## config.mk

```make
export PLATFORM = sky130hd
export DESIGN_NAME = dma_word_copy
export DESIGN_NICKNAME = d
export VERILOG_FILES = /design/src/rtl/dma_word_copy_pkg.sv /design/src/rtl/dma_word_copy_addr_counter.sv /design/src/rtl/dma_word_copy.sv
export SDC_FILE = /design/constraint.sdc
export NUM_CORES = 1
export LEC_CHECK = 0
export BUFFER_PORTS_ARGS = -buffer_cell sky130_fd_sc_hd__buf_2
export CORE_MARGIN = 4
export CORE_UTILIZATION = 47
export CTS_CLUSTER_DIAMETER = 200
export DETAILED_ROUTE_END_ITERATION = 6
export PLACE_DENSITY = 0.89
export SLEW_MARGIN = 20
export SYNTH_ARGS = -nofsm -noshare
export SYNTH_HDL_FRONTEND = slang
export SYNTH_SLANG_ARGS = --single-unit
```

## constraint.sdc

```tcl
create_clock -name clk -period 1.8 [get_ports clk]
set_input_delay 0 -clock clk [delete_from_list [all_inputs] [get_ports clk]]
set_output_delay 0 -clock clk [all_outputs]
set_load 0.03 [all_outputs]
```

## src/rtl/dma_word_copy_pkg.sv

```systemverilog
// Shared state encoding, access masks and address step
// for the dma_word_copy engine.
package dma_word_copy_pkg;

  typedef enum logic [2:0] {
    IDLE    = 3'd0,
    RD_REQ  = 3'd1,
    RD_WAIT = 3'd2,
    WR_REQ  = 3'd3,
    DONE    = 3'd4
  } state_t;

  localparam logic [3:0] WORD_MASK_DEF = 4'b0111;
  localparam logic [3:0] BYTE_MASK     = 4'b0001;
  localparam logic [3:0] HALF_MASK     = 4'b0011;

  localparam logic [31:0] ADDR_INC = 32'd4;

  function automatic logic [31:0] word_align(
    input logic [31:0] a
  );
    return a & ~32'h3;
  endfunction

endpackage

```

## src/rtl/dma_word_copy_addr_counter.sv

```systemverilog
// Source/destination word pointers plus the remaining-word
// down-counter, loaded together and stepped once per write.
module dma_word_copy_addr_counter
  import dma_word_copy_pkg::*;
#(
  parameter int LEN_W = 16
) (
  input  logic             clk,
  input  logic             reset,
  input  logic             load,
  input  logic             step,
  input  logic [31:0]      src_load,
  input  logic [31:0]      dst_load,
  input  logic [LEN_W-1:0] len_load,
  output logic [31:0]      src_ptr,
  output logic [31:0]      dst_ptr,
  output logic             last
);

  logic [LEN_W-1:0] remaining;

  // load on start, advance both pointers and count down per word
  always_ff @(posedge clk) begin
    if (reset) begin
      src_ptr   <= '0;
      dst_ptr   <= '0;
      remaining <= '0;
    end else if (load) begin
      src_ptr   <= word_align(src_load);
      dst_ptr   <= word_align(dst_load);
      remaining <= len_load;
    end else if (step) begin
      src_ptr   <= src_ptr + ADDR_INC;
      dst_ptr   <= dst_ptr + ADDR_INC;
      remaining <= remaining - 1'b1;
    end
  end

  assign last = (remaining == LEN_W'(1));

endmodule

```

## src/rtl/dma_word_copy.sv

```systemverilog
// Word copy DMA initiator on the data memory request bus.
// Optional fill mode enabled by DMA_WORD_COPY_FILL_EN.
module dma_word_copy
  import dma_word_copy_pkg::*;
#(
  parameter int         LEN_W     = 16,
  parameter logic [3:0] WORD_MASK = WORD_MASK_DEF
) (
  input  logic             clk,
  input  logic             reset,
  input  logic             start,
  input  logic [31:0]      src_addr,
  input  logic [31:0]      dst_addr,
  input  logic [LEN_W-1:0] len,
`ifdef DMA_WORD_COPY_FILL_EN
  input  logic             fill,
  input  logic [31:0]      fill_value,
`endif
  output logic             busy,
  output logic             done,
  output logic             bus_req,
  input  logic             bus_gnt,
  output logic [31:0]      mem_addr,
  output logic [31:0]      mem_write_data,
  output logic             mem_memwrite,
  output logic             mem_memread,
  output logic [3:0]       mem_sign_mask,
  input  logic [31:0]      mem_read_data,
  input  logic             mem_clk_stall
);

  state_t      state;
  state_t      state_next;
  logic        load;
  logic        step;
  logic        capture;
  logic        last;
  logic        stall_seen;
  logic        fill_mode;
  logic        fill_req;
  logic [31:0] fill_word;
  logic [31:0] data_hold;
  logic [31:0] src_ptr;
  logic [31:0] dst_ptr;

`ifdef DMA_WORD_COPY_FILL_EN
  assign fill_req  = fill;
  assign fill_word = fill_value;
`else
  assign fill_req  = 1'b0;
  assign fill_word = '0;
`endif

  dma_word_copy_addr_counter #(
    .LEN_W(LEN_W)
  ) u_cnt (
    .clk      (clk),
    .reset    (reset),
    .load     (load),
    .step     (step),
    .src_load (src_addr),
    .dst_load (dst_addr),
    .len_load (len),
    .src_ptr  (src_ptr),
    .dst_ptr  (dst_ptr),
    .last     (last)
  );

  // state register
  always_ff @(posedge clk) begin
    if (reset) state <= IDLE;
    else       state <= state_next;
  end

  // read-data capture, stall tracking and mode latch
  always_ff @(posedge clk) begin
    if (reset) begin
      data_hold  <= '0;
      stall_seen <= 1'b0;
      fill_mode  <= 1'b0;
    end else if (load) begin
      data_hold  <= fill_word;
      stall_seen <= 1'b0;
      fill_mode  <= fill_req;
    end else if (state == RD_WAIT) begin
      if (capture) begin
        data_hold  <= mem_read_data;
        stall_seen <= 1'b0;
      end else if (mem_clk_stall) begin
        stall_seen <= 1'b1;
      end
    end
  end

  // next state and bus request outputs
  always_comb begin
    state_next     = state;
    busy           = 1'b0;
    done           = 1'b0;
    load           = 1'b0;
    step           = 1'b0;
    capture        = 1'b0;
    mem_addr       = '0;
    mem_write_data = '0;
    mem_memread    = 1'b0;
    mem_memwrite   = 1'b0;
    mem_sign_mask  = '0;
    unique case (state)
      IDLE: begin
        if (start) begin
          load = 1'b1;
          if (len == '0)    state_next = DONE;
          else if (fill_req) state_next = WR_REQ;
          else               state_next = RD_REQ;
        end
      end
      RD_REQ: begin
        busy = 1'b1;
        if (bus_gnt && !mem_clk_stall) begin
          mem_memread   = 1'b1;
          mem_addr      = src_ptr;
          mem_sign_mask = WORD_MASK;
          state_next    = RD_WAIT;
        end
      end
      RD_WAIT: begin
        busy = 1'b1;
        if (stall_seen && !mem_clk_stall) begin
          capture    = 1'b1;
          state_next = WR_REQ;
        end
      end
      WR_REQ: begin
        busy = 1'b1;
        if (bus_gnt) begin
          mem_memwrite   = 1'b1;
          mem_addr       = dst_ptr;
          mem_write_data = data_hold;
          mem_sign_mask  = WORD_MASK;
          step           = 1'b1;
          if (last)          state_next = DONE;
          else if (fill_mode) state_next = WR_REQ;
          else               state_next = RD_REQ;
        end
      end
      DONE: begin
        done       = 1'b1;
        state_next = IDLE;
      end
      default: state_next = IDLE;
    endcase
  end

  assign bus_req = busy;

endmodule

```

### Word level (Yosys, flattened, before mapping)

Index checks and enable logic that the tools add are counted.

| cells by class | value |
|---|---|
| add/sub/neg operators | 3 |
| equality and inequality tests | 9 |
| mux-type cells | 33 |
| reduce and logical (&&, ||, !) cells | 12 |

Operators by type and width:

| operator | number |
|---|---|
| $mux 32 | 8 |
| $add 32x3->32 const B | 2 |
| $pmux 32 s2 | 1 |
| $mux 16 | 2 |
| $mux 3 | 8 |
| $eq 16x1->1 const B | 1 |
| $logic_not 16->1 | 1 |
| $sub 16x1->16 const B | 1 |
| $mux 1 | 12 |
| $pmux 3 s4 | 1 |
| $eq 3x2->1 const B | 2 |
| $ne 2x2->1 const B | 3 |
| $pmux 3 s2 | 1 |
| $reduce_and 2->1 | 2 |
| $reduce_and 4->1 | 1 |
| $reduce_bool 2->1 | 2 |
| $eq 3x1->1 const B | 1 |
| $eq 3x3->1 const B | 1 |
| $logic_not 3->1 | 1 |
| $reduce_or 3->1 | 1 |
| $logic_and 1x1->1 | 2 |
| $ne 2x1->1 const B | 1 |
| $reduce_or 2->1 | 1 |
| $logic_not 1->1 | 1 |

| word-level totals | value |
|---|---|
| flip-flop bits (word level) | 116 |
| bits of input ports | 117 |
| output and inout port bits | 73 |
| word-level logic and storage cells | 65 |

### Depth between registers and ports, before layout

| depth | value |
|---|---|
| depth after elaboration | 6 |
| mapped depth | 9 |
| mapped depth without buffers | 6 |

### Modules after synthesis

A second synthesis with hierarchy kept.

| second synthesis, totals | value |
|---|---|
| cell total of the unflattened synthesis | 809 |
| area, all modules | 6488.7 sq um |

By module, submodules not included:

| module | instances | cells an instance | area an instance (sq um) | sequential area each (sq um) |
|---|---|---|---|---|
| dma_word_copy_addr_counter | 1 | 545 | 4370.4 | 1521.5 |
| dma_word_copy | 1 | 264 | 2118.3 | 720.7 |

### Least setup slack after synthesis

OpenSTA, ideal clock, no wires.

| path | value |
|---|---|
| path kind | flip-flop to flip-flop |
| from | reg u_cnt.remaining[7] |
| to | reg u_cnt.remaining[14] |
| setup time | 128 ps |
| data arrival time | 1781 ps |
| data required time | 1672 ps |
| path slack | -109 ps |
| cell stages (with the launch flop) | 6 |
| buffers on the path | 0 |
| period minus slack after synthesis | 1909 ps |
| cells stage by stage | dfxtp_1 -> or4_4 -> or3_4 -> or3_1 -> a31oi_1 -> nor2_1 |

| on the way | value |
|---|---|
| longest elaborated chain between the ends | 3 |

Ends and longest elaborated chain:

| element | RTL line | source |
|---|---|---|
| start, declared | dma_word_copy_addr_counter.sv:20 | `logic [LEN_W-1:0] remaining;` |
| start signal, assigned | dma_word_copy_addr_counter.sv:31 | `remaining <= len_load;` |
| start signal, assigned | dma_word_copy_addr_counter.sv:35 | `remaining <= remaining - 1'b1;` |
| $sub 16x1->16 | dma_word_copy_addr_counter.sv:35 |  |
| $mux 16 | dma_word_copy_addr_counter.sv:32 | `end else if (step) begin` |
| $mux 16 | dma_word_copy_addr_counter.sv:28 | `end else if (load) begin` |

No other way between the ends. The select of a mux whose other input is x is not followed.
A chain may end at the register's enable or synchronous reset.

### Final worst setup path

| path | value |
|---|---|
| from | reg u_cnt.src_ptr[4] |
| to | reg u_cnt.src_ptr[23] |

| on the way | value |
|---|---|
| longest elaborated chain between the ends | 3 |

Ends and longest elaborated chain:

| element | RTL line | source |
|---|---|---|
| start, declared | dma_word_copy_addr_counter.sv:15 | `output logic [31:0] src_ptr,` |
| start signal, assigned | dma_word_copy_addr_counter.sv:29 | `src_ptr <= word_align(src_load);` |
| start signal, assigned | dma_word_copy_addr_counter.sv:33 | `src_ptr <= src_ptr + ADDR_INC;` |
| $add 32x3->32 | dma_word_copy_addr_counter.sv:33 |  |
| $mux 32 | dma_word_copy_addr_counter.sv:32 |  |
| $mux 32 | dma_word_copy_addr_counter.sv:28 |  |

No other way between the ends. The select of a mux whose other input is x is not followed.

==> impl_metrics.tcl <==
set metrics [dict create \
    placed_cell_area_um2 7990 \
    num_antenna_cells 0 \
    wirelength_um 28500 \
    grt_start_max_net_pins 45 \
    synth_top_flop_cell "dfxtp_1" \
    synthDominantCellAreaShare 0.3508 \
    crit_fanout 5 \
    coreArea_um2 13300 \
    hold_path.class "in -> reg" \
    fin_crit_sh 1.062 \
    synthTopCellsByCount "126 x nand2_1, 112 x dfxtp_1, 70 x a21oi_1" \
    fillers 802 \
    clk_pin_slew_ns 0.09 \
    outcome "finished with violations" \
    arrival_ns 2.16 \
    relSlewSlack 0.6348 \
    track_usage 0.3112 \
    antenna_found_initial 0 \
    worst-r2r-setup-slack_ns -0.11 \
    finalInstanceArea_um2 10150 \
    hold_viol 0 \
    synthCells 819 \
    worstMarginPinSlew_ns 0.5340 \
    gp_congestion 0.9997 \
    critPathBufInv 0 \
    dp_cells 1207 \
    cp-end-kind "flop" \
    synth-async-reset-ratio 0 \
    path_cells "nand3_1, or2_4, nor4_2, mux2i_1, nor2_1" \
    detail_route.vias_per_cell 6.365 \
    power.density_nw_per_um2 738.7 \
    drv_slew 0 \
    start_util 0.4807 \
    synth_edf_count 0 \
    nets 1286 \
    cpLargestDelayFamily "simple AND/OR/NAND/NOR gates" \
    via_count 8567 \
    drt_iter0_drc 1014 \
    cts_root_buffer "clkbuf_16" \
    dp_hpwl_um 15360 \
    rows 42 \
    ys_types 67 \
    cts_tree "built" \
    numCtsBuffers 9 \
    slowest_delay_ns 0.52 \
    syn_to_final_growth_pct 58.87 \
    yosysSeqAreaShare 0.3508 \
    cp_slowest_cell "dfxtp_1" \
    synth.most_common_cell "nand2_1" \
    rsz0062_at_grt "true" \
    skew_ns 0.01174 \
    crit_type "reg -> reg" \
    timing.final.ws_setup_ns -0.1123 \
    synth_area_leaders "dfxtp_1 35%, nand2_1 7.4%, a21oi_1 5.5%" \
    wl_per_cell_um 21.18 \
    max_freq_ghz 0.5229 \
    cts.path.max_buffers 2 \
    netlist_area_um2 6391 \
    portBuffers 182 \
    yosysTopAreaCell "dfxtp_1" \
    finalSetupViolCount 54 \
    insertion_delay_ns 0.38 \
    ant_nets 0 \
    violations "negative setup slack" \
    leakagePower_nw 4.205 \
    die_h_um 124.6 \
    htreeDepth 3 \
    avgSynthCellArea_um2 7.804 \
    cts.sinks 112 \
    grt_pass1_vias 8091 \
    ir_worst_vdd_v 0.0005735 \
    drt_pass1_iterations 6 \
    grt_pass1_wl_um 39960 \
    ys_warn_count 0 \
    drc_errors 0 \
    startpoint_type "flop" \
    critPathRequiredTime_ns 2.05 \
    fin_hold_ws_ns 0.04735 \
    finalCriticalPeriod_ns 1.912 \
    ios 190 \
    synth-seq-cells 112 \
    die_w_um 124.6 \
    dieArea_um2 15530 \
    finalNonFillerCells 1346 \
    overflow 0 \
    max_cap_violations 0 \
    drive_above_1_share 0.3385 \
]
[placed cells by master, fill, tap and decap left out, drive strengths merged, types with 11 or more instances in the layout]
cell type    instances
a211oi              27
a21oi               70
a22o                30
a22oi               11
a31oi               16
and2                45
and4                11
buf                295
dfxtp              112
dlygate4sd3        102
inv                 13
nand2              126
nand3               26
nand4               18
nor2                64
nor3                22
nor4                19
o21ai               22
or3                 11
xnor2               20
[per-layer routing]
layer  track usage  part of all wire
met1        0.3601              0.34
met2        0.5309              0.47
met3       0.07762              0.12
met4        0.1599             0.066
met5             0                 0
[timing repair]
item                       in CTS  in global routing
setup buffers                   4                 13
pin swaps                      10                 30
hold endpoints to repair      101                  1
resized for setup              75                104
hold buffers                  101                  1
setup endpoints to repair      84                142
gates cloned                    2                  3
[per-stage QoR]
step / total power (W) / utilization / TNS [ns] / worst slack (ns)
3_3_place_gp: 0.004761 / 0.6010 / -0.002750 / -0.002750
6_report: 0.007500 / 0.7637 / -2.143 / -0.1123
3_5_place_dp: 0.004818 / 0.6010 / -0.4823 / -0.08196
5_1_grt: 0.007731 / 0.7637 / -5.485 / -0.1645
2_1_floorplan: 0.004064 / - / -0.03987 / -0.03900
4_1_cts: 0.007151 / 0.7238 / -0.09284 / -0.05923
[sequential cells by signal (all words and copies together), names as in the netlist]
register and count:
data_hold 32, u_cnt.dst_ptr 30, u_cnt.src_ptr 30, u_cnt.remaining 16
state 3, stall_seen 1
[layout make-up]
type,count,area [um2],area share
inverter,8,45.04,0.004436
sequential,112,2267,0.2233
timing repair inverter,1,6.256,0.0006161
tap,176,220.2,0.02169
timing repair buffer,398,3198,0.3150
clock inverter,7,75.07,0.007394
multi-input combinational,635,4116,0.4054
clock buffer,9,225.2,0.02218
[report_power, final]
| part | internal, W | total [W] | switching [W] |
|---|---|---|---|
| sequential | 0.00273 | 0.00304 | 0.000309 |
| combinational | 0.00109 | 0.00236 | 0.00126 |
| clock | 0.000991 | 0.00210 | 0.00111 |
[cell families after synthesis]
kind of cell | after synthesis | synth area share
multiplexers | 9 | 0.01449
flip-flops | 112 | 0.3508
other | 1 | 0.0005868
AND/OR/NAND/NOR | 373 | 0.3027
adder cells (fa/ha/maj) | 4 | 0.007831
XOR/XNOR | 29 | 0.03974
AO/OA/AOI/OAI | 216 | 0.2236
buffers and inverters | 75 | 0.06030
[final timing paths]
kind,to,depth (start not counted),from
setup / recovery,u_cnt.src_ptr[23],5,u_cnt.src_ptr[4]
hold / removal,u_cnt.src_ptr[18],3,src_addr[18]
setup reg to reg,u_cnt.src_ptr[23],5,u_cnt.src_ptr[4]
hold reg to reg,data_hold[9],2,data_hold[9]
[worst min-delay path, cell delays in order]
cell and delay [ns]:
buf_2 0.12, a211oi_2 0.18, a211oi_1 0.08
Power figures use the tool's default switching activity.
